## src/rtl/pp_mem_arbiter.sv

```systemverilog
// Single-port memory arbiter between IF (fetch) and MEM (load/store) stages.
// Optional stall-cycle performance counters are built when ARB_PERF_CNT_EN is defined.
module pp_mem_arbiter #(
  parameter int ADDR_W     = 64,
  parameter int DATA_W     = 64,
  parameter int STARVE_MAX = 4
) (
  input  logic              clk,
  input  logic              reset,
  input  logic              if_req,
  input  logic [ADDR_W-1:0] if_addr,
  output logic [31:0]       if_rdata,
  output logic              if_valid,
  output logic              if_stall,
  input  logic              dm_req,
  input  logic              dm_we,
  input  logic [ADDR_W-1:0] dm_addr,
  input  logic [DATA_W-1:0] dm_wdata,
  output logic [DATA_W-1:0] dm_rdata,
  output logic              dm_valid,
  output logic              dm_stall,
  output logic              mem_en,
  output logic              mem_we,
  output logic [ADDR_W-1:0] mem_addr,
  output logic [DATA_W-1:0] mem_wdata,
  input  logic [DATA_W-1:0] mem_rdata,
  input  logic              mem_ready,
  output logic [31:0]       perf_if_stall_cnt,
  output logic [31:0]       perf_dm_stall_cnt
);

  typedef enum logic [1:0] {IDLE, BUSY_IF, BUSY_DM} state_t;

  localparam logic [3:0] STARVE_LIM = 4'(STARVE_MAX);

  state_t            state;
  logic [3:0]        starve_cnt;
  logic [ADDR_W-1:0] lat_addr;
  logic              lat_we;
  logic [DATA_W-1:0] lat_wdata;
  logic              if_elig;
  logic              dm_elig;
  logic              grant_if;

  // A requester whose valid is high this cycle still shows its old req, so it cannot compete.
  assign if_elig  = if_req & ~if_valid;
  assign dm_elig  = dm_req & ~dm_valid;
  assign grant_if = if_elig & (~dm_elig | (starve_cnt == STARVE_LIM));

  assign if_stall  = if_req & ~if_valid;
  assign dm_stall  = dm_req & ~dm_valid;
  assign mem_we    = lat_we;
  assign mem_addr  = lat_addr;
  assign mem_wdata = lat_wdata;

  always_ff @(posedge clk or posedge reset) begin
    if (reset) begin
      state      <= IDLE;
      mem_en     <= 1'b0;
      if_valid   <= 1'b0;
      dm_valid   <= 1'b0;
      if_rdata   <= '0;
      dm_rdata   <= '0;
      lat_addr   <= '0;
      lat_we     <= 1'b0;
      lat_wdata  <= '0;
      starve_cnt <= '0;
    end else begin
      if_valid <= 1'b0;
      dm_valid <= 1'b0;
      case (state)
        IDLE: begin
          if (grant_if) begin
            state      <= BUSY_IF;
            mem_en     <= 1'b1;
            lat_addr   <= if_addr;
            lat_we     <= 1'b0;
            lat_wdata  <= '0;
            starve_cnt <= '0;
          end else if (dm_elig) begin
            state     <= BUSY_DM;
            mem_en    <= 1'b1;
            lat_addr  <= dm_addr;
            lat_we    <= dm_we;
            lat_wdata <= dm_wdata;
            if (if_elig && (starve_cnt != STARVE_LIM))
              starve_cnt <= starve_cnt + 4'd1;
          end
        end
        BUSY_IF: begin
          if (mem_ready) begin
            if_rdata <= lat_addr[2] ? mem_rdata[63:32] : mem_rdata[31:0];
            if_valid <= 1'b1;
            mem_en   <= 1'b0;
            state    <= IDLE;
          end
        end
        BUSY_DM: begin
          if (mem_ready) begin
            if (!lat_we)
              dm_rdata <= mem_rdata;
            dm_valid <= 1'b1;
            mem_en   <= 1'b0;
            state    <= IDLE;
          end
        end
        default: begin
          state  <= IDLE;
          mem_en <= 1'b0;
        end
      endcase
    end
  end

`ifdef ARB_PERF_CNT_EN
  // Free-running stall-cycle counters; wrap naturally at 2^32.
  always_ff @(posedge clk or posedge reset) begin
    if (reset) begin
      perf_if_stall_cnt <= 32'd0;
      perf_dm_stall_cnt <= 32'd0;
    end else begin
      if (if_stall)
        perf_if_stall_cnt <= perf_if_stall_cnt + 32'd1;
      if (dm_stall)
        perf_dm_stall_cnt <= perf_dm_stall_cnt + 32'd1;
    end
  end
`else
  assign perf_if_stall_cnt = 32'd0;
  assign perf_dm_stall_cnt = 32'd0;
`endif

endmodule

```

## config.mk

```make
export PLATFORM = sky130hd
export DESIGN_NAME = pp_mem_arbiter
export DESIGN_NICKNAME = d
export VERILOG_FILES = /design/src/rtl/pp_mem_arbiter.sv
export SDC_FILE = /design/constraint.sdc
export NUM_CORES = 1
export LEC_CHECK = 0
export ABC_AREA = 1
export CAP_MARGIN = 20
export CORE_AREA = 2 2 218 220
export DETAILED_ROUTE_END_ITERATION = 10
export DIE_AREA = 0 0 220 222
export PLACE_DENSITY_LB_ADDON = 0.12
export SYNTH_ARGS = -nofsm -noshare
export SYNTH_HDL_FRONTEND = slang
export SYNTH_SLANG_ARGS = --single-unit
export TNS_END_PERCENT = 1
```

## constraint.sdc

```tcl
create_clock -name clk -period 9.9 [get_ports clk]
set_clock_uncertainty 0.2 [all_clocks]
set_input_delay 1.98 -clock clk [delete_from_list [all_inputs] [get_ports clk]]
set_output_delay 1.98 -clock clk [all_outputs]
set_load 0.1 [all_outputs]
```

# [After elaboration in Yosys (flattened, before gate mapping)]
# Cells that the tools add are included.
[word_totals] regBits=234 out_inout_bits=294 wordCells=56
[classes] addsub=1 n_eq_ne=6 n_mux=21 bitwise=8 reduce_logical=10
[op_table] cell="$mux 64" count=4
[op_table] cell="$mux 32" count=1
[op_table] cell="$mux 4" count=3
[op_table] cell="$mux 1" count=8
[op_table] cell="$mux 2" count=3
[op_table] cell="$reduce_and 2->1" count=3
[op_table] cell="$reduce_and 3->1" count=2
[op_table] cell="$add 4x1->4 const B" count=1
[op_table] cell="$eq 4x3->1 const B" count=1
[op_table] cell="$ne 4x3->1 const B" count=1
[op_table] cell="$not 1->1" count=4
[op_table] cell="$pmux 2 s2" count=1
[op_table] cell="$reduce_bool 2->1" count=2
[op_table] cell="$and 1x1->1" count=3
[op_table] cell="$ne 3x3->1 const B" count=1
[op_table] cell="$eq 2x1->1 const B" count=1
[op_table] cell="$eq 2x2->1 const B" count=1
[op_table] cell="$logic_not 2->1" count=1
[op_table] cell="$ne 2x1->1 const B" count=1
[op_table] cell="$pmux 1 s2" count=1
[op_table] cell="$reduce_or 2->1" count=1
[op_table] cell="$logic_and 1x1->1" count=1
[op_table] cell="$or 1x1->1" count=1

# [Depth between registers and ports, before layout]
# Gate-level depths: netlist of the first run.
[logic_depth] word_depth=7 ltp_mapped=10 mapped_depth_nobuf=8

# [Least setup slack after synthesis of the first run]
# No wires, ideal clock.
[synth_timing] path_kind="input to output" startpoint="in if_req" endpoint="out if_stall" t_arrival_ns=3.164 required_time_ns=7.720 setup_slack_ns=4.556 stages=3 cell_sequence="nand2_1 inv_2 clkbuf_1"
[synth_via] elab_chain_len=1
[synth_rtl] element="start, declared" line_no="10" text="input logic if_req,"
[synth_rtl] element="$and 1x1->1" line_no="50" text="assign if_stall = if_req & ~if_valid;"
[synth_rtl] element="end, declared" line_no="14" text="output logic if_stall,"
# No other way between the ends.

# [Worst setup path in the final report of the first run]
# Same ends and word-level chain as after synthesis.

==> summary.md, run 1 <==
| Metric | Value |
|---|---|
| First-pass GRT wire length | around 65,000 um |
| Crit path buffers/inverters | 3 |
| Critical Path Max Stage Delay | 1.16 ns |
| FF-to-FF setup slack | approximately 6.4 ns |
| Worst skew pair latency | about 0.57 ns |
| Pre-Repair DR Iteration Count | 5 |
| Routed wire length | 43,000 um |
| Core ar. | 0.0463 mm2 |
| MaxCap Viol Count | 0 |
| Final period utilization | 0.618 |
| Hold Path Stages | 2 |
| Critical-path top delay cell | clkdlybuf4s50_1 |
| Vias in the first global route | 10,500 |
| Netlist area before placement | 0.0111 mm2 |
| Slew Viols, Final | 0 |
| Most used cell, CP | clkdlybuf4s50_1 |
| WS Path Type | primary input to output port |
| Port Buffers | 491 |
| Via count | slightly above 10,000 |
| Worst hold path class | flip-flop to flip-flop |
| GRT Total Usage | 0.172 |
| Synthesis-to-layout area growth | 55.1% |
| Setup bufs post-CTS | 0 |
| Clock Pin Slew Worst Setup and Hold Paths | 0.06 ns |
| Crit end category | output port |
| Arrival time worst endpoint | 3.94 ns |
| CTS tree | done |
| RSZ-0062 raised after global routing | false |
| Final Hold Viols | 0 |
| GR Overflow Total | 0 |
| DRT antenna net count | 0 |
| Nets@finish | 2,123 |
| CP top delay family | buffers and inverters |
| Ys Warns | 0 |
| Die Wd | 220 um |
| Largest net degree at the start of global routing | 117 |
| Hold_sp | dm_rdata[27] |
| Vias per Instance | a little over 4 |
| R2R depth | 10 |
| Die height | 222 um |
| DR DRC count | 0 |
| DR WL/cell | 17.2 um |
| Critical Path Source Type | primary input |
| #FFs+latches synth | 234 |
| Detailed Place HPWL | 29,400 um |
| Share of layout cells above drive strength 1 | 0.0367 |
| CTS resizes | 0 |
| Area contributors post-synth | dfrtp_1, nand2_1, nand3_1 |
| Starting density of the core | 0.240 |
| Synth unique cells | 20 |
| R2R Path Start | starve_cnt[0] |
| Hold endpoint | dm_rdata[27] |
| Fmax | 163 MHz |
| Placer Congestion | 0.777 |
| Pin slew with the least headroom to its limit | 1.16 ns |
| Crit path time final | 6.12 ns |
| Status | finished clean |
| Row count | 79 |
| Crit-path cells | clkdlybuf4s50_1, nand2_1, inv_2, clkdlybuf4s50_1 |
| I/O pin cnt | 556 |
| CP startpoint | if_req |
| CTS Root Cell | clkbuf_16 |
| Die area | 0.0488 mm2 |
| Iter 0 DRT Violations | 538 |
| Max_slew headroom | 0.224 |
| Synth top area share | 0.528 |
| Htree depth | 1 |
| Setup_tns | 0 ns |
| Critical path required time | between 7 and 8 ns |
| Initial antenna violation count | 10 |
| Levels on crit path | 4 |
| Final setup fails | 0 |
| Synth area leader | dfrtp_1 |
| TritonCTS buffer count | 30 |
| Sink Count | between 200 and 250 |
| Worst R2R End | mem_addr[10] |
| Register area share after synthesis | 0.528 |
| Hold buffer count at cts | 0 |
| Gate Count Post-Synth | 1,407 |
| Crit-path max FO | 3 |
| CTS max path bufs | 3 |
| Post-Syn Area per Cell | 7.88 um2 |
registers in the layout (all words and copies together), names as in the netlist:
register	count
dm_rdata	64
mem_addr	64
mem_wdata	64
if_rdata	32
starve_cnt	4
state	2
dm_valid	1
if_valid	1
mem_en	1
mem_we	1
worst max-delay path by stage:
stage / slack [ns] / endpoint
2_1_floorplan: 1.30 / dm_rdata[0]
3_3_place_gp: 3.72 / if_stall
3_5_place_dp: 3.74 / if_stall
4_1_cts: 3.73 / if_stall
5_1_grt: 3.70 / if_stall
6_report: 3.78 / if_stall
stage by stage:
stage	setup WS, ns	cells	utilization	hold WS [ns]	instance area [um2]
2_1_floorplan	1.30	1470	-	0.267	11300
3_3_place_gp	3.72	2431	0.350	0.255	16200
3_5_place_dp	3.74	2431	0.350	0.259	16200
4_1_cts	3.73	2487	0.371	0.272	17200
5_1_grt	3.70	2494	0.372	0.288	17200
6_report	3.78	2496	0.372	0.270	17200
kinds of logic after synthesis:
group | count (synthesis) | synth area share
compound gates | 94 | 0.0442
xor+xnor | 1 | 0.000790
fa+ha+maj | 5 | 0.00564
buf+inv | 326 | 0.141
flops | 234 | 0.528
other cells | 1 | 0.000338
simple gates | 746 | 0.280
cell usage in the layout (no fill, tap or decap), drive strengths merged:
cell           count
clkbuf            48
o21ai             62
clkdlybuf4s50    491
o211ai             8
nand2            460
inv              176
xor2               1
ha                 5
diode              9
clkinv             8
a21oi             24
bufinv             1
dfrtp            234
buf               12
conb              64
nor2              54
nand3            232
metal layers:
layer / up-vias / GRT usage / part of all wire
li1: 5125 / - / -
met1: 4839 / 0.209 / 0.41
met2: 359 / 0.283 / 0.48
met3: 58 / 0.0558 / 0.085
met4: 2 / 0.0608 / 0.030
met5: - / 0 / 0.00028
tightest hold or removal path: stages, from the launching register on:
cell and delay, ns:
dfrtp_1 0.34, nand2_1 0.05, nand2_1 0.05
final cells by class:
cell class	count	area (um2)
fillers	4896	29100
flip-flops and latches	234	5860
repair buffers	503	5000
multi-input cells	910	3920
clock buffers	48	890
well taps	607	759
inverters	177	674
clock inverters	8	68.8
diodes	9	22.5
synth_stat cells, drive strengths merged:
master,n
a21oi,24
dfrtp,234
clkinv,1
ha,5
inv,176
buf,125
nand3,232
nor2,54
nand2,460
o21ai,62
conb,1
o211ai,8
xor2,1
clkbuf,24
Power of run 1 is left out: the tool's default activity adds up to more than one toggle a clock period on the data nets, which glitch-free logic cannot reach.
==> inputs of run 2 (changes only) <==
--- a/config.mk
+++ b/config.mk
@@ -7,9 +7,9 @@
 export LEC_CHECK = 0
 export ABC_AREA = 1
 export CAP_MARGIN = 20
-export CORE_AREA = 2 2 218 220
+export CORE_AREA = 2 2 216 218
 export DETAILED_ROUTE_END_ITERATION = 10
-export DIE_AREA = 0 0 220 222
+export DIE_AREA = 0 0 218 220
 export PLACE_DENSITY_LB_ADDON = 0.12
 export SYNTH_ARGS = -nofsm -noshare
 export SYNTH_HDL_FRONTEND = slang
==> constraint.sdc (replaced) <==
create_clock -name clk -period 5.42 [get_ports clk]
set_clock_uncertainty 0.2 [all_clocks]
set_input_delay 1.084 -clock clk [delete_from_list [all_inputs] [get_ports clk]]
set_output_delay 1.084 -clock clk [all_outputs]
set_load 0.1 [all_outputs]
==> run 2 against run 1 <==
Net effect:
- setup slack worse by 1.8 ns
- sequential share of layout area is 0.19 points lower
- highest routed layer unchanged
- non-clock buffer count is 4 higher
- routed wire length is 1.4% lower
- global-route usage is 0.13 points lower
- die area is 1.8% lower
- first-iteration DRC count is 4.5% lower
- core utilization is 0.53 points higher
==> summary.md, run 2 (synthesized netlist as in run 1, its figures left out) <==
| Metric | Value |
|---|---|
| Worst hold path class | flip-flop to flip-flop |
| DR DRC count | 0 |
| Setup bufs post-CTS | 0 |
| WL met2 | 20,500 um |
| CTS resizes | 0 |
| Max_slew headroom | 0.242 |
| Port Buffers | 491 |
| GRT Total Usage | 0.171 |
| Critical path required time | just over 4 ns |
| Final setup fails | 0 |
| Crit end category | output port |
| I/O pin cnt | around 560 |
| Detailed Place HPWL | roughly 30,000 um |
| Crit-path cells | clkdlybuf4s50_1 |
| Hold_sp | dm_rdata[43] |
| Pre-Repair DR Iteration Count | 6 |
| Worst skew pair latency | ~0.57 ns |
| Crit-path max FO | 2 |
| Die area | 0.0480 mm2 |
| Critical Path Source Type | flip-flop |
| Most frequent cells in the layout | clkdlybuf4s50_1, nand2_1, dfrtp_1, nand3_1, inv_1 |
| CTS max path bufs | 3 |
| CTS tree | done |
| TritonCTS buffer count | 30 |
| Core ar. | between 0.04 and 0.05 mm2 |
| R2R Path Start | starve_cnt[0] |
| Final Hold Viols | 0 |
| Critical Path Max Stage Delay | approximately 1.3 ns |
| CTS Root Cell | clkbuf_16 |
| FILL cells | 4,796 |
| Final period utilization | 0.640 |
| Fmax | approximately 290 MHz |
| Via count | between 10,000 and 15,000 |
| Slew Viols, Final | 0 |
| Iter 0 DRT Violations | 514 |
| DRT antenna net count | 0 |
| Commonest non-fill, non-tap cell in the layout | clkdlybuf4s50_1 |
| Vias in the first global route | 10,300 |
| Nets@finish | approximately 2,100 |
| Clock Pin Slew Worst Setup and Hold Paths | 0.05 ns |
| Placer Congestion | 0.785 |
| Hold buffer count at cts | 0 |
| Status | finished clean |
| Starting density of the core | 0.242 |
| Pin slew with the least headroom to its limit | 1.13 ns |
| Row count | 79 |
| Setup_tns | 0 ns |
| Sink Count | 234 |
| Die Wd | 218 um |
| Largest net degree at the start of global routing | 131 |
| CP startpoint | mem_addr[7] |
| Share of layout cells above drive strength 1 | 0.0410 |
| Met3 routed WL | about 4000 um |
| Synthesis-to-layout area growth | 55.9% |
| Top Metal Used | met5 |
| Crit path time final | 3.47 ns |
| Vias per Instance | 4.19 |
| Initial antenna violation count | 6 |
| Die height | between 200 and 250 um |
| First-pass GRT wire length | 63,300 um |
| Htree depth | 1 |
| Crit path buffers/inverters | 1 |
| DR WL/cell | 17.0 um |
| GR Overflow Total | 0 |
| Met1 wire length | approximately 17,000 um |
| Critical-path top delay cell | clkdlybuf4s50_1 |
| Routed wire length | 42,400 um |
| MaxCap Viol Count | 0 |
| RSZ-0062 raised after global routing | false |
| WS Path Type | flip-flop to output port |
| Arrival time worst endpoint | approximately 2.2 ns |
| CP top delay family | buffers and inverters |
[run 2: final timing paths]
kind	to	slack, ns	cells past startpoint
worst max-delay path	mem_addr[7]	1.95	1
worst min-delay path	dm_rdata[43]	0.27	2
worst max register to register	mem_addr[10]	2.87	9
worst min register to register	dm_rdata[43]	0.27	2
max in group asynchronous	dm_rdata[10]	3.31	3
min in group asynchronous	mem_wdata[15]	0.56	2
[run 2: metrics by stage]
| step | hold slack, ns | worst slack (ns) | instances | instance area, um2 | utilization |
|---|---|---|---|---|---|
| after floorplan | 0.267 | 1.07 | 1470 | 11300 | - |
| after global placement | 0.254 | 1.85 | 2435 | 16300 | 0.355 |
| after detailed placement | 0.258 | 1.80 | 2435 | 16300 | 0.355 |
| after CTS | 0.272 | 1.90 | 2487 | 17300 | 0.377 |
| after global routing | 0.288 | 1.86 | 2491 | 17300 | 0.377 |
| final | 0.267 | 1.95 | 2491 | 17300 | 0.377 |
[run 2: layer usage]
| metal | up-vias | track usage |
|---|---|---|
| li1 | 5124 | - |
| met1 | 4878 | 0.206 |
| met2 | 388 | 0.285 |
| met3 | 50 | 0.0592 |
| met4 | 4 | 0.0537 |
| met5 | - | 0 |
[run 2: area by class of cell]
| class | count | area, um2 | area share |
|---|---|---|---|
| flip-flops and latches | 234 | 5860 | 0.339 |
| repair buffers | 507 | 5080 | 0.294 |
| multi-input cells | 910 | 3920 | 0.227 |
| clock buffers | 45 | 908 | 0.0525 |
| well taps | 607 | 759 | 0.0439 |
| inverters | 177 | 671 | 0.0388 |
| clock inverters | 7 | 88.8 | 0.00514 |
| diodes | 4 | 10.0 | 0.000579 |
Power of run 2 is left out for the same reason.
